<file path="src/rtl/imem_loader.sv">
// Byte-stream loader for the instruction memory: packs bytes little-endian into
// WIDTH-bit words, writes them from address 0 and holds the core in reset until done.
module imem_loader #(
  parameter int WIDTH  = 32,
  parameter int ADDR_W = 8
) (
  input  logic              clk,
  input  logic              rst,
  input  logic              start,
  input  logic              s_valid,
  input  logic [7:0]        s_data,
  input  logic              s_last,
  output logic              s_ready,
  output logic              imem_we,
  output logic [ADDR_W-1:0] imem_addr,
  output logic [WIDTH-1:0]  imem_wdata,
  output logic              core_rst,
  output logic              done,
  output logic              err,
  output logic [ADDR_W:0]   word_count
);

  localparam int BYTES = WIDTH / 8;
  localparam int BI_W  = (BYTES > 1) ? $clog2(BYTES) : 1;
  localparam logic [BI_W-1:0]   LAST_BYTE = BI_W'(BYTES - 1);
  localparam logic [ADDR_W-1:0] LAST_WORD = '1;

  typedef enum logic [2:0] {
    S_IDLE,
    S_LOAD,
    S_WRITE,
    S_DONE,
    S_ERROR
  } state_t;

  state_t            state_q, state_d;
  logic [BI_W-1:0]   byte_idx_q;
  logic [ADDR_W-1:0] word_idx_q;
  logic [WIDTH-1:0]  asm_q, asm_d;
  logic              last_q;
  logic              accept;
  logic              word_end;

  assign accept   = s_valid && s_ready && (state_q == S_LOAD);
  assign word_end = accept && ((byte_idx_q == LAST_BYTE) || s_last);

  // Assembly register with the byte accepted this cycle already merged in, so
  // the write data can be captured on the same edge that takes the last byte.
  always_comb begin
    asm_d = asm_q;
    for (int k = 0; k < BYTES; k++) begin
      if (accept && (byte_idx_q == BI_W'(k))) asm_d[8*k +: 8] = s_data;
    end
  end

  always_ff @(posedge clk or posedge rst) begin
    if (rst) state_q <= S_IDLE;
    else     state_q <= state_d;
  end

  // NOTE: every signal written in an always_comb gets a default first, so no path
  // through the case leaves it unassigned and no latch is inferred.
  always_comb begin
    state_d = state_q;
    case (state_q)
      S_IDLE, S_DONE, S_ERROR: if (start) state_d = S_LOAD;
      S_LOAD:                  if (word_end) state_d = S_WRITE;
      S_WRITE: begin
        if (last_q)                        state_d = S_DONE;
        else if (word_idx_q == LAST_WORD) state_d = S_ERROR;
        else                               state_d = S_LOAD;
      end
      default:                 state_d = S_IDLE;
    endcase
  end

  // NOTE: sequential state uses non-blocking assignments only, so every flop
  // samples the pre-edge values regardless of statement order.
  always_ff @(posedge clk or posedge rst) begin
    if (rst) begin
      s_ready    <= 1'b0;
      imem_we    <= 1'b0;
      imem_addr  <= '0;
      imem_wdata <= '0;
      core_rst   <= 1'b1;
      done       <= 1'b0;
      err        <= 1'b0;
      word_count <= '0;
      byte_idx_q <= '0;
      word_idx_q <= '0;
      asm_q      <= '0;
      last_q     <= 1'b0;
    end else begin
      // Status outputs are registered copies of the next state.
      s_ready  <= (state_d == S_LOAD);
      imem_we  <= (state_d == S_WRITE);
      done     <= (state_d == S_DONE);
      err      <= (state_d == S_ERROR);
      core_rst <= (state_d != S_DONE);

      case (state_q)
        S_IDLE, S_DONE, S_ERROR: begin
          if (start) begin
            byte_idx_q <= '0;
            word_idx_q <= '0;
            word_count <= '0;
            asm_q      <= '0;
            last_q     <= 1'b0;
          end
        end
        S_LOAD: begin
          if (word_end) begin
            imem_addr  <= word_idx_q;
            imem_wdata <= asm_d;
            word_count <= word_count + (ADDR_W+1)'(1);
            last_q     <= s_last;
            byte_idx_q <= '0;
            asm_q      <= '0;
          end else if (accept) begin
            byte_idx_q <= byte_idx_q + BI_W'(1);
            asm_q      <= asm_d;
          end
        end
        S_WRITE: begin
          if (!last_q && (word_idx_q != LAST_WORD)) word_idx_q <= word_idx_q + ADDR_W'(1);
        end
        default: ;
      endcase
    end
  end

endmodule

</file>
<file path="config.mk">
export PLATFORM = sky130hd
export DESIGN_NAME = imem_loader
export DESIGN_NICKNAME = d
export VERILOG_FILES = /design/src/rtl/imem_loader.sv
export SDC_FILE = /design/constraint.sdc
export NUM_CORES = 1
export LEC_CHECK = 0
export ABC_CLOCK_PERIOD_IN_PS = 4000
export CAP_MARGIN = 20
export CELL_PAD_IN_SITES_DETAIL_PLACEMENT = 1
export CELL_PAD_IN_SITES_GLOBAL_PLACEMENT = 1
export CORE_MARGIN = 4
export CORE_UTILIZATION = 42
export DETAILED_ROUTE_END_ITERATION = 6
export PLACE_DENSITY_LB_ADDON = 0.1
export SLEW_MARGIN = 20
export SYNTH_ARGS = -nofsm -noshare
export SYNTH_HDL_FRONTEND = slang
export SYNTH_SLANG_ARGS = --single-unit
export TNS_END_PERCENT = 1
</file>
<file path="constraint.sdc">
create_clock -name clk -period 4 [get_ports clk]
set_clock_uncertainty 0.1 [all_clocks]
set_input_delay 0.6 -clock clk [delete_from_list [all_inputs] [get_ports clk]]
set_output_delay 0.6 -clock clk [all_outputs]
set_load 0.01 [all_outputs]
</file>
==> summary.md, run 1 <==
| Metric | Value |
|---|---|
| Initial core utilization | 0.4385 |
| PortBufs | 66 |
| Layout filler cell count | 1111 |
| Vias in the first global route | 3314 |
| Vias | 3263 |
| WL/cell | 17.62 um |
| Core Region | 9910 um^2 |
| Inst Count DP | 584 |
| Yosys Warn Count | 0 |
| FF+latch count, synth | 100 |
| Pre-antenna DRT Iters | 4 |
| CTS HTree Levels | 3 |
| Chip width | 109.7 um |
| Reg-to-reg endpoint | imem_wdata[25] |
| Final count of hold timing violations | 0 |
| Ys flop type | dfrtp_1 |
| Min Tclk post-route | 2.572 ns |
| CTS resizes | 0 |
| Adder and majority cell fraction of the synthesized area | 0.01728 |
| Rows | 36 |
| Syn_area_per_cell | 10.76 um^2 |
| Global-route wire length before repair | 17550 um |
| Synth Area in Compound Gates | 0.1705 |
| Initial antenna violation count | 0 |
| Relative slew slack | 0.3694 |
| Final HPWL DP | 7263 um |
| WL final | 10570 um |
| Final TNS setup | 0 ns |
| Leak | 2.353 nW |
| Hold path start | imem_addr[2] |
| Worst R2R Path Depth | 6 |
| Largest family of logic cells by synthesized area | compound AO/OA/AOI/OAI gates |
| Hold EP | imem_addr[2] |
| Register area | 2504 um^2 |
| Pwr per Cell Area | 616.8 nW/um^2 |
| Via-to-Cell Ratio | 5.438 |
| CTS hold repair buffers | 0 |
| Min-delay worst type | reg -> reg |
| Net Count, Synth | 423 |
| Clock buffer count from CTS | 9 |
| Post-synthesis xor/xnor area fraction | 0.004031 |
| Setup crit end kind | flip-flop |
| Largest net degree at the start of global routing | 73 |
| GPL Wtd Cong | 0.7771 |
| Mapped cell area | 4345 um^2 |
| P&R area growth vs syn | 21.83% |
| Simple-gate share of the synthesized area | 0.1466 |
| Antenna cells | 0 |
| Root Buffer Master | clkbuf_8 |
| Setup Viol. Count Final | 0 |
| Die area | 12040 um^2 |
| Die Height | 109.7 um |
| Crit start category | flip-flop |
| Arrival time at the worst endpoint | 2.75 ns |
| Clock transition at path regs | 0.10 ns |
| Post-synth EDFFs | 0 |
| Worst VDD drop | 253.8 uV |
| Clk buf depth | 2 |
| CTS sink cnt | 100 |
| Grt total ovfl | 0 |
| Synth Instances | 404 |
| Max-cap violations | 0 |
| Period utilisation layout | 0.6430 |
| Ys async rst share | 1.000 |
| Post-CTS Setup Inserts | 0 |
| Worst hold path depth | 2 |
| Crit path max fanout | 72 |
| Total track usage | 0.1906 |
| R2r setup slk | 1.43 ns |
| Multi-input logic area | 1710 um^2 |
| Worst Tran Pin Value | 0.9378 ns |
| CTS tree | done |
| Slew Viols, Final | 0 |
| Crit path kind | reg -> reg |
| Layout cells sized above 1 | 0.05567 |
| Final non-filler cell total | 600 |
| Data required, critical path | 4.18 ns |
| Worst-Skew Late Latency | 0.37 ns |
| Status | finished clean |
| 1st-iter DRT viols | 105 |
| Post-synth cell types | 48 |
| Mux cell area share after synthesis | 0.05528 |
| Core Util, Final | 0.5342 |
| IO Pins | 67 |
| RR Startpoint | byte_idx_q[0] |
| Post-route ant nets | 0 |
| Drt drc | 0 |
| RSZ-0062 raised after global routing | no |
| Nets | 481 |
| Post-synthesis sequential area ratio | 0.5762 |
| Fmax | 0.3888 GHz |
## cells in the mapped netlist (6+ instances only)
cell / n / area [um^2]
a21oi_1: 15 / 75.07
nand3_1: 12 / 60.06
nor2b_1: 6 / 37.54
dfrtp_1: 99 / 2477
a22o_1: 24 / 210.2
nor2_1: 13 / 48.80
and3_1: 11 / 68.82
o21ai_1: 6 / 30.03
o21ai_0: 36 / 180.2
clkbuf_1: 10 / 37.54
nand2_1: 68 / 255.2
a22oi_1: 9 / 67.56
ha_1: 6 / 75.07
mux2i_1: 24 / 240.2
## kinds of logic after synthesis
logic type,count (synthesis)
AND/OR/NAND/NOR,133
buffers and inverters,27
XOR/XNOR,2
flip-flops,100
multiplexers,24
adder cells (fa/ha/maj),6
AO/OA/AOI/OAI,112
## cell type report
cell class / instances / share of cell area
clock inverter: 7 / 0.01371
timing repair buffer: 69 / 0.1314
multi-input combinational: 277 / 0.3231
inverter: 5 / 0.004018
sequential: 100 / 0.4729
clock buffer: 9 / 0.02340
tap: 133 / 0.03143
## state kept, by name, summed over array words and instances (netlist names), 2 cells and up
register    count
asm_q          32
imem_wdata     32
word_count      9
imem_addr       8
word_idx_q      8
state_q         3
byte_idx_q      2
## worst max-delay path by stage
stage / startpoint / end / slack, ns / depth (start not counted)
final: byte_idx_q[0] / imem_wdata[25] / 1.43 / 6
after global routing: byte_idx_q[0] / imem_wdata[19] / 1.20 / 5
after CTS: byte_idx_q[0] / imem_wdata[19] / 1.42 / 5
after detailed placement: s_last / imem_wdata[19] / 1.10 / 5
after global placement: s_last / imem_wdata[14] / 1.25 / 5
after floorplan: rst / asm_q[0] / 0.68 / 1
## placed cells by master, fill, tap and decap left out, types with 9 or more instances in the layout
master           instances
clkdlybuf4s50_1         66
and3_1                  11
a22oi_1                  9
nand3_1                 12
a21oi_1                 15
nand2_1                 68
o21ai_0                 36
mux2i_1                 24
a22o_1                  24
nor2_1                  13
clkbuf_8                 9
dfrtp_1                 99
## metrics by stage
stage	hold slack (ns)	total power [W]	setup slack (ns)	instance area, um^2
floorplan	0.3595	0.002104	0.6829	4345
global placement	0.3621	0.002597	1.247	5097
detailed placement	0.3655	0.002645	1.099	5097
CTS	0.3895	0.003309	1.419	5294
global route	0.4108	0.003506	1.202	5294
finish	0.3845	0.003265	1.428	5294
## per-layer routing
layer | up-vias | routed length (um) | GRT usage
met1 | 1615 | 5099 | 0.2719
met4 | 0 | 137 | 0.06768
met5 | - | 0 | 0
met2 | 69 | 4957 | 0.2899
li1 | 1568 | - | -
met3 | 11 | 378 | 0.03758
## critical path: stages (launching register included)
cell and delay (ns):
dfrtp_1 0.42, ha_1 0.39, nor2_1 0.45, or3_4 0.30
buf_4 0.52, nand2_1 0.14, o21ai_0 0.11
## report_power, final
part           total, W  internal [W]  switching (W)
logic           0.00120      0.000571       0.000626
clock network  0.000658      0.000292       0.000367
registers       0.00141       0.00124       0.000167
(Power assumes the default switching activity.)
==> inputs of run 2 (changes only) <==
--- a/config.mk
+++ b/config.mk
@@ -5,12 +5,12 @@
 export SDC_FILE = /design/constraint.sdc
 export NUM_CORES = 1
 export LEC_CHECK = 0
-export ABC_CLOCK_PERIOD_IN_PS = 4000
+export ABC_CLOCK_PERIOD_IN_PS = 2100
 export CAP_MARGIN = 20
 export CELL_PAD_IN_SITES_DETAIL_PLACEMENT = 1
 export CELL_PAD_IN_SITES_GLOBAL_PLACEMENT = 1
 export CORE_MARGIN = 4
-export CORE_UTILIZATION = 42
+export CORE_UTILIZATION = 38
 export DETAILED_ROUTE_END_ITERATION = 6
 export PLACE_DENSITY_LB_ADDON = 0.1
 export SLEW_MARGIN = 20
==> constraint.sdc (replaced) <==
create_clock -name clk -period 2.1 [get_ports clk]
set_clock_uncertainty 0.1 [all_clocks]
set_input_delay 0.315 -clock clk [delete_from_list [all_inputs] [get_ports clk]]
set_output_delay 0.315 -clock clk [all_outputs]
set_load 0.01 [all_outputs]
==> summary.md, run 2 (synthesis results as in run 1) <==
| Metric | Value |
|---|---|
| Status | finished clean |
| Core Region | 11030 um^2 (+11%) |
| Min Tclk post-route | 2.060 ns (-0.5118 ns) |
| CTS sink cnt | 100 (unchanged) |
| GPL Wtd Cong | 0.8286 (+6.6%) |
| Final HPWL DP | 8083 um (+11%) |
| Clock buffer count from CTS | 9 (unchanged) |
| P&R area growth vs syn | 30.69% |
| Layout cells sized above 1 | 0.1145 (+0.05878) |
| Setup crit end kind | flip-flop |
| Rows | 38 (+5.6%) |
| Nets | 512 (+6.4%) |
| RR Startpoint | state_q[1] |
| Data required, critical path | 2.27 ns (-1.91 ns) |
| Setup Viol. Count Final | 0 (unchanged) |
| Vias in the first global route | 3599 (+8.6%) |
| Tot Pwr | 0.006879 W (+110%) |
| Clock transition at path regs | 0.07 ns (-0.03 ns) |
| Chip width | 114.9 um (+4.8%) |
| Crit start category | flip-flop |
| Initial antenna violation count | 0 (unchanged) |
| CTS resizes | 0 (unchanged) |
| Period utilisation layout | 0.9810 (+0.3380) |
| Crit path max fanout | 10 (-86%) |
| Most frequent cells in the layout | 99 x dfrtp_1, 68 x nand2_1, 66 x clkdlybuf4s50_1, 36 x o21ai_0, 29 x buf_4 |
| CTS HTree Levels | 3 (unchanged) |
| Crit path kind | reg -> reg |
| CTS hold repair buffers | 0 (unchanged) |
| Via-to-Cell Ratio | 5.318 (-2.2%) |
| Die Height | 114.9 um (+4.8%) |
| Arrival time at the worst endpoint | 2.23 ns (-0.52 ns) |
| Worst-Skew Late Latency | 0.34 ns (-0.03 ns) |
| Layout filler cell count | 1237 (+11%) |
| Core Util, Final | 0.5149 (-0.01936) |
| Vias | 3393 (+4.0%) |
| WL final | 11260 um (+6.5%) |
| 1st-iter DRT viols | 109 (+3.8%) |
| Leak | 2.561 nW (+8.9%) |
| Worst Tran Pin Value | 0.6051 ns (-0.3327 ns) |
| Reg-to-reg endpoint | word_count[7] |
| Pre-antenna DRT Iters | 4 (unchanged) |
| Final count of hold timing violations | 0 (unchanged) |
| Root Buffer Master | clkbuf_16 |
| Fmax | 0.4854 GHz (+25%) |
| Max-cap violations | 0 (unchanged) |
| Initial core utilization | 0.3939 (-0.04457) |
| Die area | 13210 um^2 (+9.7%) |
| Min-delay worst type | in -> async |
| Drt drc | 0 (unchanged) |
| Largest net degree at the start of global routing | 51 (-30%) |
| RSZ-0062 raised after global routing | yes |
| Total track usage | 0.1829 (-0.007661) |
| Worst R2R Path Depth | 4 (-2) |
| Grt total ovfl | 0 (unchanged) |
| Slew Viols, Final | 0 (unchanged) |
| Multi-input logic area | 1710 um^2 (unchanged) |
| Post-route ant nets | 0 (unchanged) |
| IO Pins | 67 (unchanged) |
| CTS tree | done |
| Worst VDD drop | 481.8 uV (+90%) |
| R2r setup slk | 0.04 ns (-1.39 ns) |
| Relative slew slack | 0.5924 (+0.2229) |
| Clk buf depth | 2 (unchanged) |
| Register area | 2504 um^2 (unchanged) |
| Pwr per Cell Area | 1211 nW/um^2 (+96%) |
| PortBufs | 66 (unchanged) |
| Post-CTS Setup Inserts | 0 (unchanged) |
| WL/cell | 17.65 um (+0.18%) |
| Global-route wire length before repair | 19000 um (+8.3%) |
| Top Registers | asm_q (32), imem_wdata (32), word_count (9) |
| Leading cell type in the layout, fill and taps excluded | dfrtp_1 |
| Antenna cells | 0 (unchanged) |
-- run 2: cell types whose count changed in the layout (fill, tap and decap cells not counted), moves of 3 or more --
cell / delta
buf_12: +3
buf_4: +27
clkbuf_16: +9
clkbuf_8: -9
-- run 2: area by class of cell --
class,instances,share of cell area
Clock buffer,9,0.03966
Tap cell,140,0.03084
Multi-Input combinational cell,277,0.3012
Timing Repair Buffer,100,0.1707
Sequential cell,100,0.4408
Inverter,5,0.003966
Clock inverter,7,0.01278
-- run 2: per-layer routing --
layer | GRT usage | vias to the layer above | wire length [um]
li1 | - | 1634 | -
met1 | 0.2489 | 1690 | 5135
met2 | 0.3002 | 57 | 5618
met3 | 0.02421 | 12 | 341
met4 | 0.06651 | 0 | 168
met5 | 0 | - | 0
-- run 2: power breakdown --
part	internal, W	leakage (nW)	total [W]	switching, W
Sequential	0.00237	1.36	0.00266	0.000290
Clock	0.000929	0.142	0.00167	0.000746
Combinational	0.00128	1.06	0.00254	0.00127
-- run 2: worst max path at each step --
stage | startpoint | endpoint | slack, ns | cells after the start
CTS | state_q[1] | word_count[7] | 0.05 | 4
finish | state_q[1] | word_count[7] | 0.04 | 4
detailed placement | start | word_idx_q[3] | -0.14 | 5
global route | state_q[0] | word_count[7] | -0.05 | 4
floorplan | state_q[1] | word_count[7] | 0.05 | 5
global placement | start | word_idx_q[3] | -0.11 | 5
-- run 2: critical path, cell delays in order (launching register included) --
cell and delay, ns:
dfrtp_1 0.41, or3b_4 0.39, or3_4 0.44, or4_1 0.51, a21oi_1 0.14
-- run 2: through the flow --
stage	hold slack (ns)	area (um^2)	setup TNS [ns]	worst slack, ns	std cells
2_1_floorplan	0.3510	4349	0	0.04705	404
3_3_place_gp	0.3610	5378	-0.1870	-0.1106	622
3_5_place_dp	0.3666	5378	-0.5387	-0.1436	622
4_1_cts	0.2149	5675	0	0.04928	638
5_1_grt	0.2333	5679	-0.06367	-0.04556	638
6_report	0.2082	5679	0	0.03996	638
==> inputs of run 3 (changes only) <==
==> constraint.sdc (replaced) <==
create_clock -name clk -period 2.1 [get_ports clk]
set_clock_uncertainty 0.1 [all_clocks]
set_input_delay 0.525 -clock clk [delete_from_list [all_inputs] [get_ports clk]]
set_output_delay 0.525 -clock clk [all_outputs]
set_load 0.01 [all_outputs]
==> summary.md, run 3 (synthesis results as in run 1) <==
| Metric | Value |
|---|---|
| Crit path max fanout | 8 (-2) |
| Min Hold Slack | 0.3764 ns (+0.1682 ns) |
| Combinational fraction of design power | 0.369 (about the same) |
| Rows | 38 (unchanged) |
| Drt drc | 0 (unchanged) |
| Data required, critical path | 2.26 ns (about the same) |
| Crit path kind | reg -> reg |
| Clock power share | 0.247 (+0.004) |
| Grt total ovfl | 0 (unchanged) |
| Layout cells sized above 1 | 0.1149 (+0.0004615) |
| Min Tclk post-route | 2.085 ns (+0.02446 ns) |
| CTS resizes | 0 (unchanged) |
| CTS sink cnt | 100 (unchanged) |
| Finished layout cell area | 5655 um^2 (-0.42%) |
| PortBufs | 66 (unchanged) |
| P_int | 0.004679 W (+2.3%) |
| Antenna cells | 0 (unchanged) |
| GPL Wtd Cong | 0.7670 (-7.4%) |
| P&R area growth vs syn | 30.15% |
| GRT busiest layer | met2 |
| Final count of hold timing violations | 0 (unchanged) |
| Vias in the first global route | 3623 (+0.67%) |
| Worst-Skew Late Latency | 0.34 ns (about the same) |
| Pre-antenna DRT Iters | 4 (unchanged) |
| RSZ-0062 raised after global routing | yes |
| Switching power total | 0.002274 W (-1.2%) |
| Flop pwr share | 0.384 (-0.003) |
| Pwr per Cell Area | 1229 nW/um^2 (+1.5%) |
| Switching part of the total | 0.3270 (-0.007705) |
| Clock buffer count from CTS | 9 (unchanged) |
| Most frequent cells in the layout | 99 x dfrtp_1, 68 x nand2_1, 66 x clkdlybuf4s50_1, 36 x o21ai_0, 31 x buf_4 |
| Chip width | 114.9 um (unchanged) |
| Met2 Usage GRT | 0.3021 (+0.001929) |
| Worst VDD drop | 477.1 uV (-0.97%) |
| Post-CTS Setup Inserts | 0 (unchanged) |
| DP Area | 5325 um^2 (-0.98%) |
| Min-delay worst type | reg -> reg |
| Multi-input logic area | 1727 um^2 (+0.95%) |
| Global-route wire length before repair | 19000 um (about the same) |
| Die Height | 114.9 um (unchanged) |
| Final HPWL DP | 7976 um (-1.3%) |
| Crit start category | flip-flop |
| Setup crit end kind | flip-flop |
| Vias | 3448 (+1.6%) |
| Worst Tran Pin Value | 0.5391 ns (-0.06603 ns) |
| Die area | 13210 um^2 (unchanged) |
| Met1 Usage GRT | 0.2432 (-0.005715) |
| Status | finished clean |
| Total track usage | 0.1818 (-0.001050) |
| 1st-iter DRT viols | 142 (+30%) |
| Leading cell type in the layout, fill and taps excluded | dfrtp_1 |
| Setup Viol. Count Final | 0 (unchanged) |
| Largest net degree at the start of global routing | 65 (+27%) |
| Nets | 510 (-0.39%) |
| Core Region | 11030 um^2 (unchanged) |
| CTS HTree Levels | 3 (unchanged) |
| Relative slew slack | 0.6393 (+0.04695) |
| Initial antenna violation count | 0 (unchanged) |
| Leak | 2.556 nW (-0.19%) |
| Clk buf depth | 2 (unchanged) |
| Slew Viols, Final | 0 (unchanged) |
| Initial core utilization | 0.3939 (unchanged) |
| WL final | 11340 um (+0.66%) |
| CTS tree | done |
| Top Registers | asm_q (32), imem_wdata (32), word_count (9) |
| R2r setup slk | 0.02 ns (-0.02 ns) |
| Arrival time at the worst endpoint | 2.24 ns (about the same) |
| Post-route ant nets | 0 (unchanged) |
| Layout filler cell count | 1247 (+0.81%) |
| IO Pins | 67 (unchanged) |
| CTS hold repair buffers | 0 (unchanged) |
| Root Buffer Master | clkbuf_16 |
| Period utilisation layout | 0.9926 (+0.01165) |
| Fmax | 0.4797 GHz (-1.2%) |
| WL/cell | 17.83 um (+0.97%) |
| Register area | 2504 um^2 (unchanged) |
| Clock transition at path regs | 0.07 ns (about the same) |
| Via-to-Cell Ratio | 5.421 (+1.9%) |
| M3 GR Usage | 0.02789 (+0.003684) |
| Max-cap violations | 0 (unchanged) |
## run 3: final timing paths
check                               from            end  cells after the start
max in group asynchronous            rst  word_idx_q[4]                      3
max                           state_q[0]  word_count[7]                      4
min reg2reg                imem_wdata[6]  imem_wdata[6]                      2
max reg2reg                   state_q[0]  word_count[7]                      4
min in group asynchronous            rst       asm_q[3]                      3
min                        imem_wdata[6]  imem_wdata[6]                      2
## run 3: power by group through the flow
stage	clock, W	combinational [W]	sequential [W]
after floorplan	0	0.00122	0.00278
after global placement	0	0.00252	0.00268
after detailed placement	0	0.00259	0.00271
after CTS	0.00176	0.00260	0.00268
after global routing	0.00187	0.00283	0.00274
final	0.00172	0.00257	0.00267
## run 3: critical path: stages (launching register included)
cell     delay [ns]
dfrtp_1        0.39
or3b_4         0.40
or3_4          0.42
or4_1          0.51
a21oi_1        0.18
## run 3: final cells by class
| class | instances | share of cell area |
|---|---|---|
| Sequential cell | 100 | 0.4427 |
| Multi-Input combinational cell | 277 | 0.3053 |
| Timing Repair Buffer | 98 | 0.1615 |
| Clock buffer | 13 | 0.04779 |
| Tap cell | 140 | 0.03097 |
| Clock inverter | 3 | 0.007743 |
| Inverter | 5 | 0.003982 |
## run 3: layer usage
| layer | wire length [um] | vias to the layer above |
|---|---|---|
| li1 | - | 1628 |
| met1 | 5172 | 1755 |
| met2 | 5625 | 51 |
| met3 | 351 | 14 |
| met4 | 187 | 0 |
| met5 | 0 | - |
## run 3: per-stage QoR
step,TNS (ns),util,setup slack [ns],power [W],cells
after floorplan,0,-,0.04705,0.004008,404
after global placement,-12.10,0.4828,-0.2999,0.005194,620
after detailed placement,-13.43,0.4828,-0.3092,0.005296,620
after CTS,0,0.5112,0.02177,0.007037,636
after global routing,-0.05792,0.5127,-0.02891,0.007432,636
final,0,0.5127,0.01550,0.006953,636
